===== config.mk =====
export PLATFORM = sky130hd
export DESIGN_NAME = traffic_phase_ctrl_flat
export DESIGN_NICKNAME = d
export VERILOG_FILES = /design/src/rtl/traffic_phase_ctrl_pkg.sv /design/src/rtl/traffic_phase_ctrl_if.sv /design/src/rtl/traffic_phase_ctrl_tick_prescaler.sv /design/src/rtl/traffic_phase_ctrl.sv /design/src/flat_wrapper.sv
export SDC_FILE = /design/constraint.sdc
export NUM_CORES = 1
export LEC_CHECK = 0
export CAP_MARGIN = 10
export CORE_MARGIN = 3
export CORE_UTILIZATION = 50
export DETAILED_ROUTE_END_ITERATION = 12
export GPL_TIMING_DRIVEN = 0
export HOLD_SLACK_MARGIN = 0.05
export PLACE_DENSITY = 0.7
export SYNTH_ARGS = -nofsm -noshare
export SYNTH_HDL_FRONTEND = slang
export SYNTH_SLANG_ARGS = --single-unit

===== constraint.sdc =====
create_clock -name clk -period 6.95 [get_ports clk]
set_clock_uncertainty 0.2 [all_clocks]
set_input_delay 1.0425 -clock clk [delete_from_list [all_inputs] [get_ports clk]]
set_output_delay 1.0425 -clock clk [all_outputs]
set_load 0.02 [all_outputs]

===== src/rtl/traffic_phase_ctrl_pkg.sv =====
// Shared types and constants for the two-road phase sequencer.
// Contents: phase encoding (3 bits), LED lamp patterns, blank digit value,
// lamp decode helper and a duration range check.
// Macro PED_WALK_EN adds the WALK phase encoding.
package traffic_phase_ctrl_pkg;

  localparam int unsigned TIMER_W  = 4;
  localparam int unsigned LED_W    = 6;
  localparam int unsigned DUR_MAX  = 15;

  typedef enum logic [2:0] {
    PH_A_GRN = 3'd0,
    PH_A_YEL = 3'd1,
    PH_AR_AB = 3'd2,
    PH_B_GRN = 3'd3,
    PH_B_YEL = 3'd4,
    PH_AR_BA = 3'd5
`ifdef PED_WALK_EN
    , PH_WALK = 3'd6
`endif
  } phase_e;

  // LED order: {B_red, B_yel, B_grn, A_red, A_yel, A_grn}
  localparam logic [LED_W-1:0] LED_A_GRN  = 6'b100_001;
  localparam logic [LED_W-1:0] LED_A_YEL  = 6'b100_010;
  localparam logic [LED_W-1:0] LED_B_GRN  = 6'b001_100;
  localparam logic [LED_W-1:0] LED_B_YEL  = 6'b010_100;
  localparam logic [LED_W-1:0] LED_ALLRED = 6'b100_100;

  localparam logic [TIMER_W-1:0] BLANK_DIGIT = 4'hF;

  typedef struct packed {
    logic [LED_W-1:0]   led;
    logic [TIMER_W-1:0] q;
    logic [TIMER_W-1:0] r;
  } lamp_t;

  // Lamps and digits for a phase; the road that is not red shows the timer.
  function automatic lamp_t decode_lamps(phase_e ph, logic [TIMER_W-1:0] timer);
    lamp_t l;
    l.led = LED_ALLRED;
    l.q   = BLANK_DIGIT;
    l.r   = BLANK_DIGIT;
    case (ph)
      PH_A_GRN: begin l.led = LED_A_GRN; l.q = timer; end
      PH_A_YEL: begin l.led = LED_A_YEL; l.q = timer; end
      PH_B_GRN: begin l.led = LED_B_GRN; l.r = timer; end
      PH_B_YEL: begin l.led = LED_B_YEL; l.r = timer; end
      default:  l.led = LED_ALLRED;
    endcase
    return l;
  endfunction

  function automatic bit dur_ok(int unsigned d);
    return (d >= 1) && (d <= DUR_MAX);
  endfunction

endpackage


===== src/rtl/traffic_phase_ctrl_if.sv =====
// Intersection I/O bundle between the phase sequencer and its environment.
// car_b : side-road vehicle sensor (synchronised)
// q, r  : road A / road B countdown digits, 4'hF = blank
// LED   : {B_red,B_yel,B_grn,A_red,A_yel,A_grn}
// ped_req, walk : pedestrian button and walk lamp, only with PED_WALK_EN.
interface traffic_phase_ctrl_if;
  logic       car_b;
  logic [3:0] q;
  logic [3:0] r;
  logic [5:0] LED;
`ifdef PED_WALK_EN
  logic       ped_req;
  logic       walk;
`endif

  modport master (
    output car_b,
`ifdef PED_WALK_EN
    output ped_req,
    input  walk,
`endif
    input  q, r, LED
  );

  modport slave (
    input  car_b,
`ifdef PED_WALK_EN
    input  ped_req,
    output walk,
`endif
    output q, r, LED
  );
endinterface


===== src/rtl/traffic_phase_ctrl_tick_prescaler.sv =====
// Divides clk down to a one-cycle tick every TICK_DIV cycles.
// Ports: clk, resetSW (sync, active-high), tick (high while count == TICK_DIV-1).
module tick_prescaler #(
  parameter int unsigned TICK_DIV = 100_000_000
) (
  input  logic clk,
  input  logic resetSW,
  output logic tick
);

  localparam int unsigned CNT_W = $clog2(TICK_DIV);
  localparam logic [CNT_W-1:0] LAST = CNT_W'(TICK_DIV - 1);

  logic [CNT_W-1:0] r_cnt;

  always_ff @(posedge clk) begin
    if (resetSW)           r_cnt <= '0;
    else if (r_cnt == LAST) r_cnt <= '0;
    else                   r_cnt <= r_cnt + CNT_W'(1);
  end

  assign tick = (r_cnt == LAST);

endmodule


===== src/rtl/traffic_phase_ctrl.sv =====
// Two-road intersection phase sequencer (A = main road, B = side road).
// Steps GREEN/YELLOW/ALL-RED on the tick, resting in A green until a side-road
// car is pending. Lamps and digits are registered from the next-state decode,
// so they change on the same edge as the phase with no extra latency.
// Ports: clk, resetSW (sync, active-high), bus (traffic_phase_ctrl_if.slave:
// car_b in; q, r, LED out; ped_req in / walk out with PED_WALK_EN).
// Macro PED_WALK_EN: adds pedestrian latch and WALK phase after AR_BA.
module traffic_phase_ctrl
  import traffic_phase_ctrl_pkg::*;
#(
  parameter int unsigned TICK_DIV = 100_000_000,
  parameter int unsigned GREEN_A  = 10,
  parameter int unsigned GREEN_B  = 6,
  parameter int unsigned YELLOW_T = 3,
  parameter int unsigned ALLRED_T = 1,
  parameter int unsigned WALK_T   = 5
) (
  input  logic                 clk,
  input  logic                 resetSW,
  traffic_phase_ctrl_if.slave  bus
);

  localparam int unsigned TICK_MAX = 1 << 27;

  // Elaboration-time parameter range checks.
  if (!dur_ok(GREEN_A) || !dur_ok(GREEN_B) || !dur_ok(YELLOW_T) ||
      !dur_ok(ALLRED_T) || !dur_ok(WALK_T)) begin : g_bad_dur
    $error("traffic_phase_ctrl: phase durations must be within 1..15");
  end
  if (TICK_DIV < 2 || TICK_DIV > TICK_MAX) begin : g_bad_div
    $error("traffic_phase_ctrl: TICK_DIV must be within 2..2^27");
  end

  localparam logic [TIMER_W-1:0] LD_GA = TIMER_W'(GREEN_A - 1);
  localparam logic [TIMER_W-1:0] LD_GB = TIMER_W'(GREEN_B - 1);
  localparam logic [TIMER_W-1:0] LD_Y  = TIMER_W'(YELLOW_T - 1);
  localparam logic [TIMER_W-1:0] LD_AR = TIMER_W'(ALLRED_T - 1);
`ifdef PED_WALK_EN
  localparam logic [TIMER_W-1:0] LD_W  = TIMER_W'(WALK_T - 1);
`endif

  logic               w_tick;
  logic               w_pend_b;
  logic               w_leave_a;
  logic               w_enter_bgrn;
  phase_e             w_nxt_phase;
  logic [TIMER_W-1:0] w_nxt_timer;
  lamp_t              w_lamps;

  phase_e             r_phase;
  logic [TIMER_W-1:0] r_timer;
  logic               r_car_b_lat;
  lamp_t              r_lamps;
`ifdef PED_WALK_EN
  logic               w_pend_p;
  logic               w_enter_walk;
  logic               r_ped_lat;
  logic               r_walk;
`endif

  tick_prescaler #(.TICK_DIV(TICK_DIV)) u_prescaler (
    .clk     (clk),
    .resetSW (resetSW),
    .tick    (w_tick)
  );

  // Next phase/timer; a request in the expiry cycle itself counts as pending.
  always_comb begin
    w_nxt_phase = r_phase;
    w_nxt_timer = r_timer;
    w_pend_b    = r_car_b_lat | bus.car_b;
`ifdef PED_WALK_EN
    w_pend_p    = r_ped_lat | bus.ped_req;
    w_leave_a   = w_pend_b | w_pend_p;
`else
    w_leave_a   = w_pend_b;
`endif
    if (w_tick) begin
      if (r_timer == '0) begin
        case (r_phase)
          PH_A_GRN: begin
            if (w_leave_a) begin
              w_nxt_phase = PH_A_YEL;
              w_nxt_timer = LD_Y;
            end else begin
              w_nxt_timer = LD_GA;
            end
          end
          PH_A_YEL: begin w_nxt_phase = PH_AR_AB; w_nxt_timer = LD_AR; end
          PH_AR_AB: begin w_nxt_phase = PH_B_GRN; w_nxt_timer = LD_GB; end
          PH_B_GRN: begin w_nxt_phase = PH_B_YEL; w_nxt_timer = LD_Y;  end
          PH_B_YEL: begin w_nxt_phase = PH_AR_BA; w_nxt_timer = LD_AR; end
`ifdef PED_WALK_EN
          PH_AR_BA: begin
            if (w_pend_p) begin
              w_nxt_phase = PH_WALK;
              w_nxt_timer = LD_W;
            end else begin
              w_nxt_phase = PH_A_GRN;
              w_nxt_timer = LD_GA;
            end
          end
`endif
          default:  begin w_nxt_phase = PH_A_GRN; w_nxt_timer = LD_GA; end
        endcase
      end else begin
        w_nxt_timer = r_timer - TIMER_W'(1);
      end
    end
    w_enter_bgrn = (w_nxt_phase == PH_B_GRN) && (r_phase != PH_B_GRN);
`ifdef PED_WALK_EN
    w_enter_walk = (w_nxt_phase == PH_WALK) && (r_phase != PH_WALK);
`endif
    w_lamps = decode_lamps(w_nxt_phase, w_nxt_timer);
  end

  // Phase register, request latches and registered lamp outputs.
  always_ff @(posedge clk) begin
    if (resetSW) begin
      r_phase     <= PH_A_GRN;
      r_timer     <= LD_GA;
      r_car_b_lat <= 1'b0;
      r_lamps     <= decode_lamps(PH_A_GRN, LD_GA);
`ifdef PED_WALK_EN
      r_ped_lat   <= 1'b0;
      r_walk      <= 1'b0;
`endif
    end else begin
      r_phase <= w_nxt_phase;
      r_timer <= w_nxt_timer;
      r_lamps <= w_lamps;
      // Cars seen during B green are being served, so they are not latched.
      if (w_enter_bgrn)                         r_car_b_lat <= 1'b0;
      else if (bus.car_b && r_phase != PH_B_GRN) r_car_b_lat <= 1'b1;
`ifdef PED_WALK_EN
      if (w_enter_walk)     r_ped_lat <= 1'b0;
      else if (bus.ped_req) r_ped_lat <= 1'b1;
      r_walk <= (w_nxt_phase == PH_WALK);
`endif
    end
  end

  assign bus.LED = r_lamps.led;
  assign bus.q   = r_lamps.q;
  assign bus.r   = r_lamps.r;
`ifdef PED_WALK_EN
  assign bus.walk = r_walk;
`endif

endmodule


===== src/flat_wrapper.sv =====
// flat-port wrapper written by rule: the top's interface ports become plain ports
module traffic_phase_ctrl_flat import traffic_phase_ctrl_pkg::*;
#(
  parameter int unsigned TICK_DIV = 100_000_000,
  parameter int unsigned GREEN_A  = 10,
  parameter int unsigned GREEN_B  = 6,
  parameter int unsigned YELLOW_T = 3,
  parameter int unsigned ALLRED_T = 1,
  parameter int unsigned WALK_T   = 5
)
  (clk, resetSW, bus_car_b, bus_q, bus_r, bus_LED);
  traffic_phase_ctrl_if bus_i ();
  input  logic clk;
  input  logic resetSW;
  input wire logic [$bits(bus_i.car_b)-1:0] bus_car_b;
  output wire logic [$bits(bus_i.q)-1:0] bus_q;
  output wire logic [$bits(bus_i.r)-1:0] bus_r;
  output wire logic [$bits(bus_i.LED)-1:0] bus_LED;
  assign bus_i.car_b = bus_car_b;
  assign bus_q = bus_i.q;
  assign bus_r = bus_i.r;
  assign bus_LED = bus_i.LED;
  traffic_phase_ctrl #(.TICK_DIV(TICK_DIV), .GREEN_A(GREEN_A), .GREEN_B(GREEN_B), .YELLOW_T(YELLOW_T), .ALLRED_T(ALLRED_T), .WALK_T(WALK_T)) u_core (.clk(clk), .resetSW(resetSW), .bus(bus_i));
endmodule

==> results.tsv <==
stage	metric	value	unit
timing	Final min period	2.736	ns
yosys	multiplexer area fraction after synthesis	0.8879	%
yosys	Post-Syn Area	2255	um2
global_route	number of global-route vias before repair	1650	
pwr	Tot Pwr	481.6	uW
final_layout	Antenna Cells	0	
final_layout	proportion of layout cells with a drive suffix above 1	10.11	%
place	dpl hpwl	3.040	mm
global_route	GRT Residual Overflow	0	
pwr	Switching Share	24.08	%
worst_setup_path	crit path max fanout	10	
final_layout	non-filler cells, final	327	
pwr	combinational share of power	5.1	%
place	Inst Count DP	319	
floorplanning	full die area	5351	um2
timing	maximum clock rate	365.5	MHz
global_route	initial antenna violation count	0	
clocking	Clk Tree Root Cell	clkbuf_8	
run_status	status	finished clean	
timing	Final Hold Fails	0	
worst_setup_path	Data arrival, critical path	2.73	ns
timing	hold_ws	0.2688	ns
timing	RSZ-0062 raised after global routing	false	
yosys	EDFF count, synth	0	
floorplanning	Core Box Area	4173	um2
yosys	cells after synthesis	253	
routing	drt wl/cell	13.12	um
routing	ANT nets after route	0	
clocking	Post-CTS Setup Inserts	0	
clocking	CTS Buffer Depth	2	
final_layout	final instance area	2567	um2
yosys	Ys Warns	0	
place	Post-Place Worst Slack	4.087	ns
clocking	CTS clk-pin slew, worst paths	0.08	ns
timing	Slew HR	38.85	%
floorplanning	die width	73.15	um
clocking	CTS sink count	49	
yosys	flops & latches, synth	49	
worst_setup_path	CP Launch Type	flip-flop	
worst_setup_path	Worst Setup Path Type	flip-flop to flip-flop	
routing	Pre-antenna DRT Iters	4	
clocking	CTS tree	built	
yosys	Synth Area in Adders	1.665	%
final_layout	area added between synthesis and finish	13.87	%
yosys	post-synthesis sequential area ratio	43.51	%
yosys	library cells used by synthesis	47	
routing	vias per cell	5.508	
place	placed inst area	2477	um2
yosys	largest family of logic cells by synthesized area	simple AND/OR/NAND/NOR gates	
timing	final worst slack	4.214	ns
yosys	Post-Syn Nets	259	
yosys	ys async rst share	0	%
global_route	total track usage	17.98	%
floorplanning	Die H	73.15	um
clocking	Worst-Skew Late Latency	0.31	ns
global_route	GR peak layer	met2	
routing	DR iter-0 viols	161	
pwr	switching pwr	116.0	uW
pwr	clock network power share	35.4	%
yosys	mean area per synthesized cell	8.912	um2
global_route	first-pass GRT wire length	7.548	mm
worst_setup_path	worst path required time	6.95	ns
pwr	Flop pwr share	59.5	%
yosys	Simple-Gate Fraction of Synth Area	31.02	%
place	Port Buf Inserts	16	
routing	via count	1801	
clocking	htree depth	2	
routing	Detailed Route WL	4.289	mm
timing	setup tns final	0	ns
clocking	TritonCTS buffer count	5	
yosys	ys flop type	dfxtp_1	
final_layout	FILL cells	374	
global_route	met1 usage	23.46	%
timing	worst-margin pin slew	0.9153	ns
worst_setup_path	Worst Setup End Kind	flip-flop	
global_route	met2 Use GR	28.50	%
floorplanning	floorplan row count	23	
floorplanning	I/O pin cnt	17	
worst_hold_path	Hold Crit Class	flip-flop to flip-flop	
final_layout	fin util	61.53	%
final_layout	Final Net Count	282	
timing	pins over their slew limit	0	
timing	final setup violating endpoints	0	
clocking	post-cts resize count	0	
pwr	Leakage	0.8275	nW
routing	drc violations	0	
pwr	Int Pwr	365.6	uW
pwr	IR drop worst, VDD	0.1283	mV
global_route	largest net degree at the start of global routing	17	
flow_run	number of max-cap violations	0	
floorplanning	Initial Util	54.03	%
place	global placer's final weighted congestion	0.7867	
global_route	met3 usage	5.372	%
yosys	Compound-Gate Fraction of Synth Area	8.657	%
pwr	power per cell area	187.6	nW/um2
clocking	hold buffer count at cts	0	
yosys	XOR/XNOR share of the synthesized area	10.10	%
timing	Tcrit/Tclk final	39.36	%
==> logic make-up after synthesis <==
logic type      after synthesis
buf+inv                      18
fa+ha+maj                     3
mux                           2
flops                        49
simple gates                126
xor+xnor                     26
compound gates               29
==> critical path: stages, from the launching register on <==
cell	delay [ns]
dfxtp_1	0.37
ha_1	0.21
nand3_1	0.19
nor3_1	0.66
nand2_1	0.21
nand2b_1	0.11
clkbuf_1	0.30
buf_2	0.29
nor2_1	0.07
==> cells in the mapped netlist (3+ instances only) <==
master / number / area, um2
ha_1: 3 / 37.54
nand2_1: 15 / 56.30
clkbuf_1: 3 / 11.26
dfxtp_1: 49 / 980.9
nor3_1: 13 / 65.06
xnor2_1: 21 / 183.9
nor4_1: 9 / 56.30
inv_1: 8 / 30.03
and4_1: 4 / 35.03
a21oi_1: 9 / 45.04
o21ai_0: 5 / 25.02
nand4_1: 4 / 25.02
nand3_1: 14 / 70.07
nor2_1: 39 / 146.4
buf_2: 3 / 15.01
xor2_1: 5 / 43.79
a31oi_1: 3 / 18.77
nor3b_1: 4 / 30.03
nand2b_1: 6 / 37.54
==> worst paths after layout <==
kind | from | endpoint | cells past startpoint | slack, ns
worst max-delay path | u_core.u_prescaler.r_cnt[0] | u_core.u_prescaler.r_cnt[20] | 8 | 4.21
worst min-delay path | u_core.u_prescaler.r_cnt[0] | u_core.u_prescaler.r_cnt[0] | 1 | 0.27
worst min register to register | u_core.u_prescaler.r_cnt[0] | u_core.u_prescaler.r_cnt[0] | 1 | 0.27
worst max register to register | u_core.u_prescaler.r_cnt[0] | u_core.u_prescaler.r_cnt[20] | 8 | 4.21
==> layout by cell type, fill, tap and decap left out, types with 4 or more instances in the layout <==
cell type	n
nand2_1	15
nand4_1	4
nand3_1	14
clkdlybuf4s50_1	16
nor3b_1	4
dfxtp_1	49
xor2_1	5
nand2b_1	6
inv_1	8
nor3_1	13
clkbuf_8	5
o21ai_0	5
xnor2_1	21
and4_1	4
a21oi_1	9
nor2_1	39
nor4_1	9
==> state kept, by name (all words and copies together), names as in the netlist <==
| register | cells |
|---|---|
| u_core.u_prescaler.r_cnt | 27 |
| u_core.bus.LED | 6 |
| u_core.bus.q | 4 |
| u_core.bus.r | 4 |
| u_core.r_timer | 4 |
| u_core.r_phase | 3 |
| u_core.r_car_b_lat | 1 |
==> layout make-up <==
class / count / area, um2 / share of cell area (%)
Multi-Input combinational cell: 186 / 1180 / 45.96
Sequential cell: 49 / 980.9 / 38.21
Timing Repair Buffer: 16 / 160.2 / 6.238
Clock buffer: 5 / 68.82 / 2.680
Buffer: 10 / 63.81 / 2.485
Tap cell: 50 / 62.56 / 2.437
Inverter: 8 / 30.03 / 1.170
Clock inverter: 3 / 21.27 / 0.8285
==> power by group through the flow <==
stage | clock [mW] | combinational (mW) | sequential [mW]
final | 0.170 | 0.0245 | 0.287
after global routing | 0.183 | 0.0271 | 0.287
after CTS | 0.176 | 0.0247 | 0.287
after detailed placement | 0 | 0.0247 | 0.293
after global placement | 0 | 0.0245 | 0.293
after floorplan | 0 | 0.0154 | 0.294
==> metal layers <==
layer | share of wire (%) | wire length [um] | up-vias
met1 | 49 | 2083 | 839
met4 | 1.0 | 45 | 0
met5 | 0 | 0 | -
met3 | 3.2 | 138 | 5
met2 | 47 | 2022 | 20
li1 | - | - | 937
Power figures use the tool's default switching activity.
==> edit 1: new RTL, config.mk and constraints unchanged <==
Reset style: asynchronous (`resetSW`), changed in 2 clocked blocks.
--- a/src/rtl/traffic_phase_ctrl_tick_prescaler.sv
+++ b/src/rtl/traffic_phase_ctrl_tick_prescaler.sv
@@ -14,5 +14,5 @@
   logic [CNT_W-1:0] r_cnt;
 
-  always_ff @(posedge clk) begin
+  always_ff @(posedge clk or posedge resetSW) begin
     if (resetSW)           r_cnt <= '0;
     else if (r_cnt == LAST) r_cnt <= '0;
--- a/src/rtl/traffic_phase_ctrl.sv
+++ b/src/rtl/traffic_phase_ctrl.sv
@@ -116,5 +116,5 @@
 
   // Phase register, request latches and registered lamp outputs.
-  always_ff @(posedge clk) begin
+  always_ff @(posedge clk or posedge resetSW) begin
     if (resetSW) begin
       r_phase     <= PH_A_GRN;
Behaviour: same outputs for any inputs over 10 cycles, from zero or initial values and one cycle with resetSW high; that may be too few to reach the edited logic, so the function may still have changed.
==> edit 1 against the original RTL <==
Routed wire length up 0.70%; setup slack gained 0.042 ns; cell area grew 7.0%; largest cell class is now flip-flops and latches; critical path type unchanged; sequential cell count did not move; global-route usage fell by 0.64 points; via count decreased by 5.3%; synthesized area grew 4.9%.
Power is not compared: it rests on default switching activity, and its combinational part moved more than twofold at a synthesized area within 25%.
==> edit 1: results (changes against the original RTL) <==
stage,metric,value,unit,change
global_routing,GRT Total Usage,17.35,%,-0.64 points
global_routing,pin count of the biggest net entering global routing,37,,+20
yosys,"Seq/Total Area, Yosys",52.38,%,+8.9 points
layout,Reg with most FFs,u_core.u_prescaler.r_cnt,,
yosys,ys async rst share,100.0,%,+100 points
pwr,maximum VDD drop,0.0001315,V,
global_routing,initial antenna violation count,0,,unchanged
pwr,Sw Ratio,19.46,%,
clocking,setup repair bufs after CTS,0,,unchanged
yosys,Mean Syn Cell Area,10.15,sq um,+14%
clocking,CTS H-tree depth,2,,unchanged
clocking,number of CTS-inserted buffers,5,,unchanged
global_routing,global-route wire length before repair,7403,um,-1.9%
yosys,largest cells by area after synthesis,"dfrtp_1 (41%), dfstp_2 (11%), xor2_1 (5.2%), nor2_1 (4.8%), xnor2_1 (4.1%)",,
detailed_routing,wire per inst,13.93,um,+6.2%
clocking,Skew-Pair Late Insertion Delay,0.31,ns,about the same
yosys,Synth top cells by count,"dfrtp_1 (39), nor2_1 (30), nand2_1 (19), xor2_1 (14)",,
detailed_routing,routed wire length,4319,um,+0.70%
run,max-capacitance violation count,0,,unchanged
placed_design,DP Cell Count,302,,-5.3%
clocking,maximum buffer depth of the clock tree,2,,unchanged
sta,Worst slew margin,56.33,%,+17 points
layout,filler cell count,372,,-0.53%
pwr,Leak,1.246,nW,
clocking,post-cts sizing count,0,,unchanged
critical_path,R2R setup slack,4.26,ns,+0.04 ns
layout,Antenna diodes,0,,unchanged
layout,fraction of layout cells with a size suffix above 1,13.18,%,+3.1 points
detailed_routing,Iter 0 DRT Violations,130,,-19%
clocking,Worst-path clk slew,0.09,ns,
critical_path,CP max FO,7,,-3
layout,# nets final,263,,-6.7%
critical_path,critical path arrival,2.71,ns,-0.02 ns
yosys,Mapped Nets,239,,-7.7%
status,status,"complete, no violations",,
min_path,Hold Path Class,reg2reg,,
detailed_routing,drt pass-1 iters,5,,+1
yosys,largest area contributor in the synthesized netlist,dfrtp_1,,
layout,max reg flops,27,,unchanged
placed_design,RD Place Congestion,0.8312,,+5.7%
detailed_routing,routed vias/inst,5.500,,-0.14%
yosys,Netlist cell types,46,,-2.1%
placed_design,dpl hpwl,3062,um,+0.74%
global_routing,vias in the first global route,1600,,-3.0%
placed_design,PortBufs,16,,unchanged
==> edit 1: changes by cell type after synthesis, moves of 6 or more <==
cell,before,now
dfrtp_1,0,39
nor4_1,9,1
nor2_1,39,30
nor3_1,13,3
xor2_1,5,14
dfstp_2,0,10
dfxtp_1,49,0
o21ai_0,5,11
xnor2_1,21,11
==> edit 1: cell families after synthesis <==
group	synth area share, %
and+or+nand+nor	23.60
DFF	52.38
AOI/OAI and AO/OA	9.471
xor gates and xnor gates	9.259
buffers and inverters	3.280
adders and majority gates	1.587
muxes	0.4233
==> edit 1: power groups by stage <==
stage | combinational (mW) | sequential (mW) | clock [mW]
3_5_place_dp | 0.00845 | 0.291 | 0
6_report | 0.00788 | 0.285 | 0.244
4_1_cts | 0.00851 | 0.285 | 0.249
2_1_floorplan | 0.00414 | 0.291 | 0
3_3_place_gp | 0.00688 | 0.291 | 0
5_1_grt | 0.00919 | 0.285 | 0.259
==> edit 1: per-layer routing <==
layer	global-route usage [%]	wire (um)
met1	22.75	2026
met2	28.29	2082
met3	4.005	147
met4	6.126	63
met5	0	0
==> edit 1: through the flow <==
stage	cell area, sq um	hold WS (ns)	worst slack [ns]
final	2748	0.2996	4.256
after global routing	2748	0.3322	4.060
after CTS	2748	0.2979	4.250
after detailed placement	2610	0.2860	4.271
after global placement	2590	0.2727	3.622
after floorplan	2365	0.2512	4.551
==> edit 1: final timing paths <==
check | start | to | cells after the start
setup reg to reg | u_core.r_timer[0]$_DFF_PP1_ | u_core.bus.q[0]$_DFF_PP1_ | 8
hold / removal | u_core.u_prescaler.r_cnt[0]$_DFF_PP0_ | u_core.u_prescaler.r_cnt[0]$_DFF_PP0_ | 1
setup / recovery | u_core.r_timer[0]$_DFF_PP1_ | u_core.bus.q[0]$_DFF_PP1_ | 8
max in group asynchronous | resetSW | u_core.bus.q[0]$_DFF_PP1_ | 3
hold reg to reg | u_core.u_prescaler.r_cnt[0]$_DFF_PP0_ | u_core.u_prescaler.r_cnt[0]$_DFF_PP0_ | 1
min in group asynchronous | resetSW | u_core.bus.LED[2]$_DFF_PP0_ | 2
==> edit 1: cell type report <==
cell class | instances | area, sq um | share of cell area, %
Timing Repair Buffer | 17 | 180.2 | 6.557
Multi-Input combinational cell | 165 | 1049 | 38.16
Clock inverter | 3 | 68.82 | 2.505
Inverter | 12 | 45.04 | 1.639
Clock buffer | 5 | 68.82 | 2.505
Sequential cell | 49 | 1239 | 45.08
Buffer | 7 | 32.53 | 1.184
Tap cell | 52 | 65.06 | 2.368
==> edit 1: worst max-delay path, cell delays in order, from the launching register on <==
cell and delay, ns:
dfstp_2 0.39, inv_1 0.09, ha_1 0.18, or3b_2 0.44, clkbuf_1 0.20, nor4_2 0.42
nand2_1 0.18, o21ai_2 0.32, o311ai_1 0.18
==> edit 2: new RTL, same settings <==
Without the edit above. `GREEN_B` is set to 6 in 2 places; all go to 3.
--- a/src/rtl/traffic_phase_ctrl.sv
+++ b/src/rtl/traffic_phase_ctrl.sv
@@ -11,5 +11,5 @@
   parameter int unsigned TICK_DIV = 100_000_000,
   parameter int unsigned GREEN_A  = 10,
-  parameter int unsigned GREEN_B  = 6,
+  parameter int unsigned GREEN_B  = 3,
   parameter int unsigned YELLOW_T = 3,
   parameter int unsigned ALLRED_T = 1,
--- a/src/flat_wrapper.sv
+++ b/src/flat_wrapper.sv
@@ -4,5 +4,5 @@
   parameter int unsigned TICK_DIV = 100_000_000,
   parameter int unsigned GREEN_A  = 10,
-  parameter int unsigned GREEN_B  = 6,
+  parameter int unsigned GREEN_B  = 3,
   parameter int unsigned YELLOW_T = 3,
   parameter int unsigned ALLRED_T = 1,
Function: no difference found for any inputs over 10 cycles, from zero or initial values and one cycle with resetSW high; that may be too few to reach the edited logic, so the function may still have changed.
==> edit 2 against the original RTL <==
Sequential share of layout area rose by 0.30 points; sequential cell count unchanged; cell area down 0.78%; synthesized cell count shrank 3.2%; routed wire length up 0.14%; largest cell class unchanged; power grew 13%; hold slack improved by 0.0075 ns; synthesized area fell by 2.8%; critical endpoint is now u_core.bus.r[0]$_SDFF_PP1_; setup slack worse by 0.10 ns.
==> edit 2: results (changes against the original RTL) <==
stage,metric,value,unit,change
critical_path,worst r2r path cells,7,,-1
layout,# nets final,273,,-3.2%
critical_path,reg2reg start,u_core.r_timer[0]$_SDFF_PP1_,,
global_routing,GRT Total Usage,18.12,%,+0.14 points
placed_design,RD Place Congestion,0.8418,,+7.0%
yosys,Mapped Nets,250,,-3.5%
pwr,maximum VDD drop,0.0001186,V,-7.6%
critical_path,worst r2r dst,u_core.bus.q[0]$_SDFF_PP1_,,
sta,post-route minimum period,2.837,ns,+0.1011 ns
global_routing,global-route wire length before repair,7624,um,+1.0%
pwr,Leak,0.8783,nW,+6.1%
layout,filler cell count,371,,-0.80%
detailed_routing,routed wire length,4295,um,+0.14%
status,status,"complete, no violations",,
critical_path,CP max FO,3,,-7
min_path,hold_sp,u_core.u_prescaler.r_cnt[0]$_SDFF_PP0_,,
yosys,"Seq/Total Area, Yosys",44.77,%,+1.3 points
detailed_routing,Iter 0 DRT Violations,92,,-43%
global_routing,pin count of the biggest net entering global routing,16,,-1
layout,fraction of layout cells with a size suffix above 1,8.922,%,-1.2 points
yosys,Netlist cell types,46,,-2.1%
detailed_routing,wire per inst,13.46,um,+2.7%
yosys,Synth top cells by count,"dfxtp_1 (49), nor2_1 (41), xor2_1 (15), nand2_1 (14), a21oi_1 (11)",,
sta,Worst slew margin,26.80,%,-12 points
critical_path,R2R setup slack,4.17,ns,-0.04 ns
placed_design,DP Cell Count,311,,-2.5%
clocking,post-cts sizing count,0,,unchanged
detailed_routing,routed vias/inst,5.564,,+1.0%
global_routing,vias in the first global route,1682,,+1.9%
clocking,Skew-Pair Late Insertion Delay,0.29,ns,-0.02 ns
yosys,Mean Syn Cell Area,8.942,sq um,+0.34%
placed_design,dpl hpwl,3133,um,+3.1%
global_routing,initial antenna violation count,0,,unchanged
detailed_routing,drt pass-1 iters,5,,+1
critical_path,critical path arrival,2.79,ns,+0.06 ns
critical_path,crit path from,bus_car_b,,
yosys,largest cells by area after synthesis,"dfxtp_1 (45%), nor2_1 (7.0%), xor2_1 (6.0%), xnor2_1 (3.6%), nand4_1 (2.6%)",,
edit 2: changes by cell type in the layout (fill, tap and decap cells not counted), sizes merged, moves of 4 or more:
cell / before / now
clkbuf: 8 / 12
nand3: 15 / 11
inv: 9 / 5
xor2: 5 / 15
nor4: 10 / 6
xnor2: 21 / 9
nor3b: 4 / 0
nor3: 14 / 7
nand4: 4 / 11
edit 2: routing by layer:
layer	part of all wire (%)	global-route usage, %
met5	0	0
met4	0.88	4.384
met3	4.1	3.878
met2	45	27.60
met1	50	26.20
edit 2: worst max path at each step:
stage                                      end  slack, ns  cells after the start
floorplan           u_core.bus.q[0]$_SDFF_PP1_       4.58                      7
global placement    u_core.bus.r[0]$_SDFF_PP1_       3.84                      6
detailed placement  u_core.bus.r[0]$_SDFF_PP1_       3.83                      6
CTS                 u_core.bus.r[0]$_SDFF_PP1_       4.08                      6
global route        u_core.bus.r[0]$_SDFF_PP1_       3.83                      6
finish              u_core.bus.r[0]$_SDFF_PP1_       4.11                      6
edit 2: where the power goes:
part | leakage (nW) | switching [mW] | internal [mW]
logic | 0.414 | 0.0139 | 0.00949
clock network | 0.0681 | 0.0900 | 0.143
registers | 0.396 | 0.00245 | 0.284
total | 0.878 | 0.106 | 0.436
edit 2: metrics by stage:
stage / power [mW] / instance area (sq um) / utilization, % / hold WS (ns) / worst slack (ns)
4_1_cts: 0.5493 / 2547 / 61.90 / 0.2754 / 4.076
2_1_floorplan: 0.3084 / 2191 / - / 0.2295 / 4.581
5_1_grt: 0.5613 / 2547 / 61.90 / 0.3154 / 3.830
6_report: 0.5428 / 2547 / 61.90 / 0.2763 / 4.113
3_5_place_dp: 0.3164 / 2414 / 58.65 / 0.2547 / 3.832
3_3_place_gp: 0.3161 / 2414 / 58.65 / 0.2409 / 3.843
edit 2: worst max-delay path, cell delays in order:
cell and delay, ns:
clkdlybuf4s50_1 0.49, nor3_1 0.05, a21boi_0 0.40, nor2_1 0.07, o41ai_1 0.55, nand4b_1 0.17
edit 2: kinds of logic after synthesis:
group           count (synthesis)  synth area share [%]
compound gates                 27                 7.939
xor+xnor                       24                 9.595
fa+ha+maj                       2                 1.142
buf+inv                        16                 2.970
flops                          49                 44.77
mux                             3                 1.371
simple gates                  124                 32.21
edit 2: layout make-up:
cell class	instances	share of cell area (%)
buffer	11	1.817
clock buffer	5	2.701
clock inverter	3	2.554
inverter	5	0.7367
multi-input combinational	180	44.94
sequential	49	38.51
tap	50	2.456
timing repair buffer	16	6.287
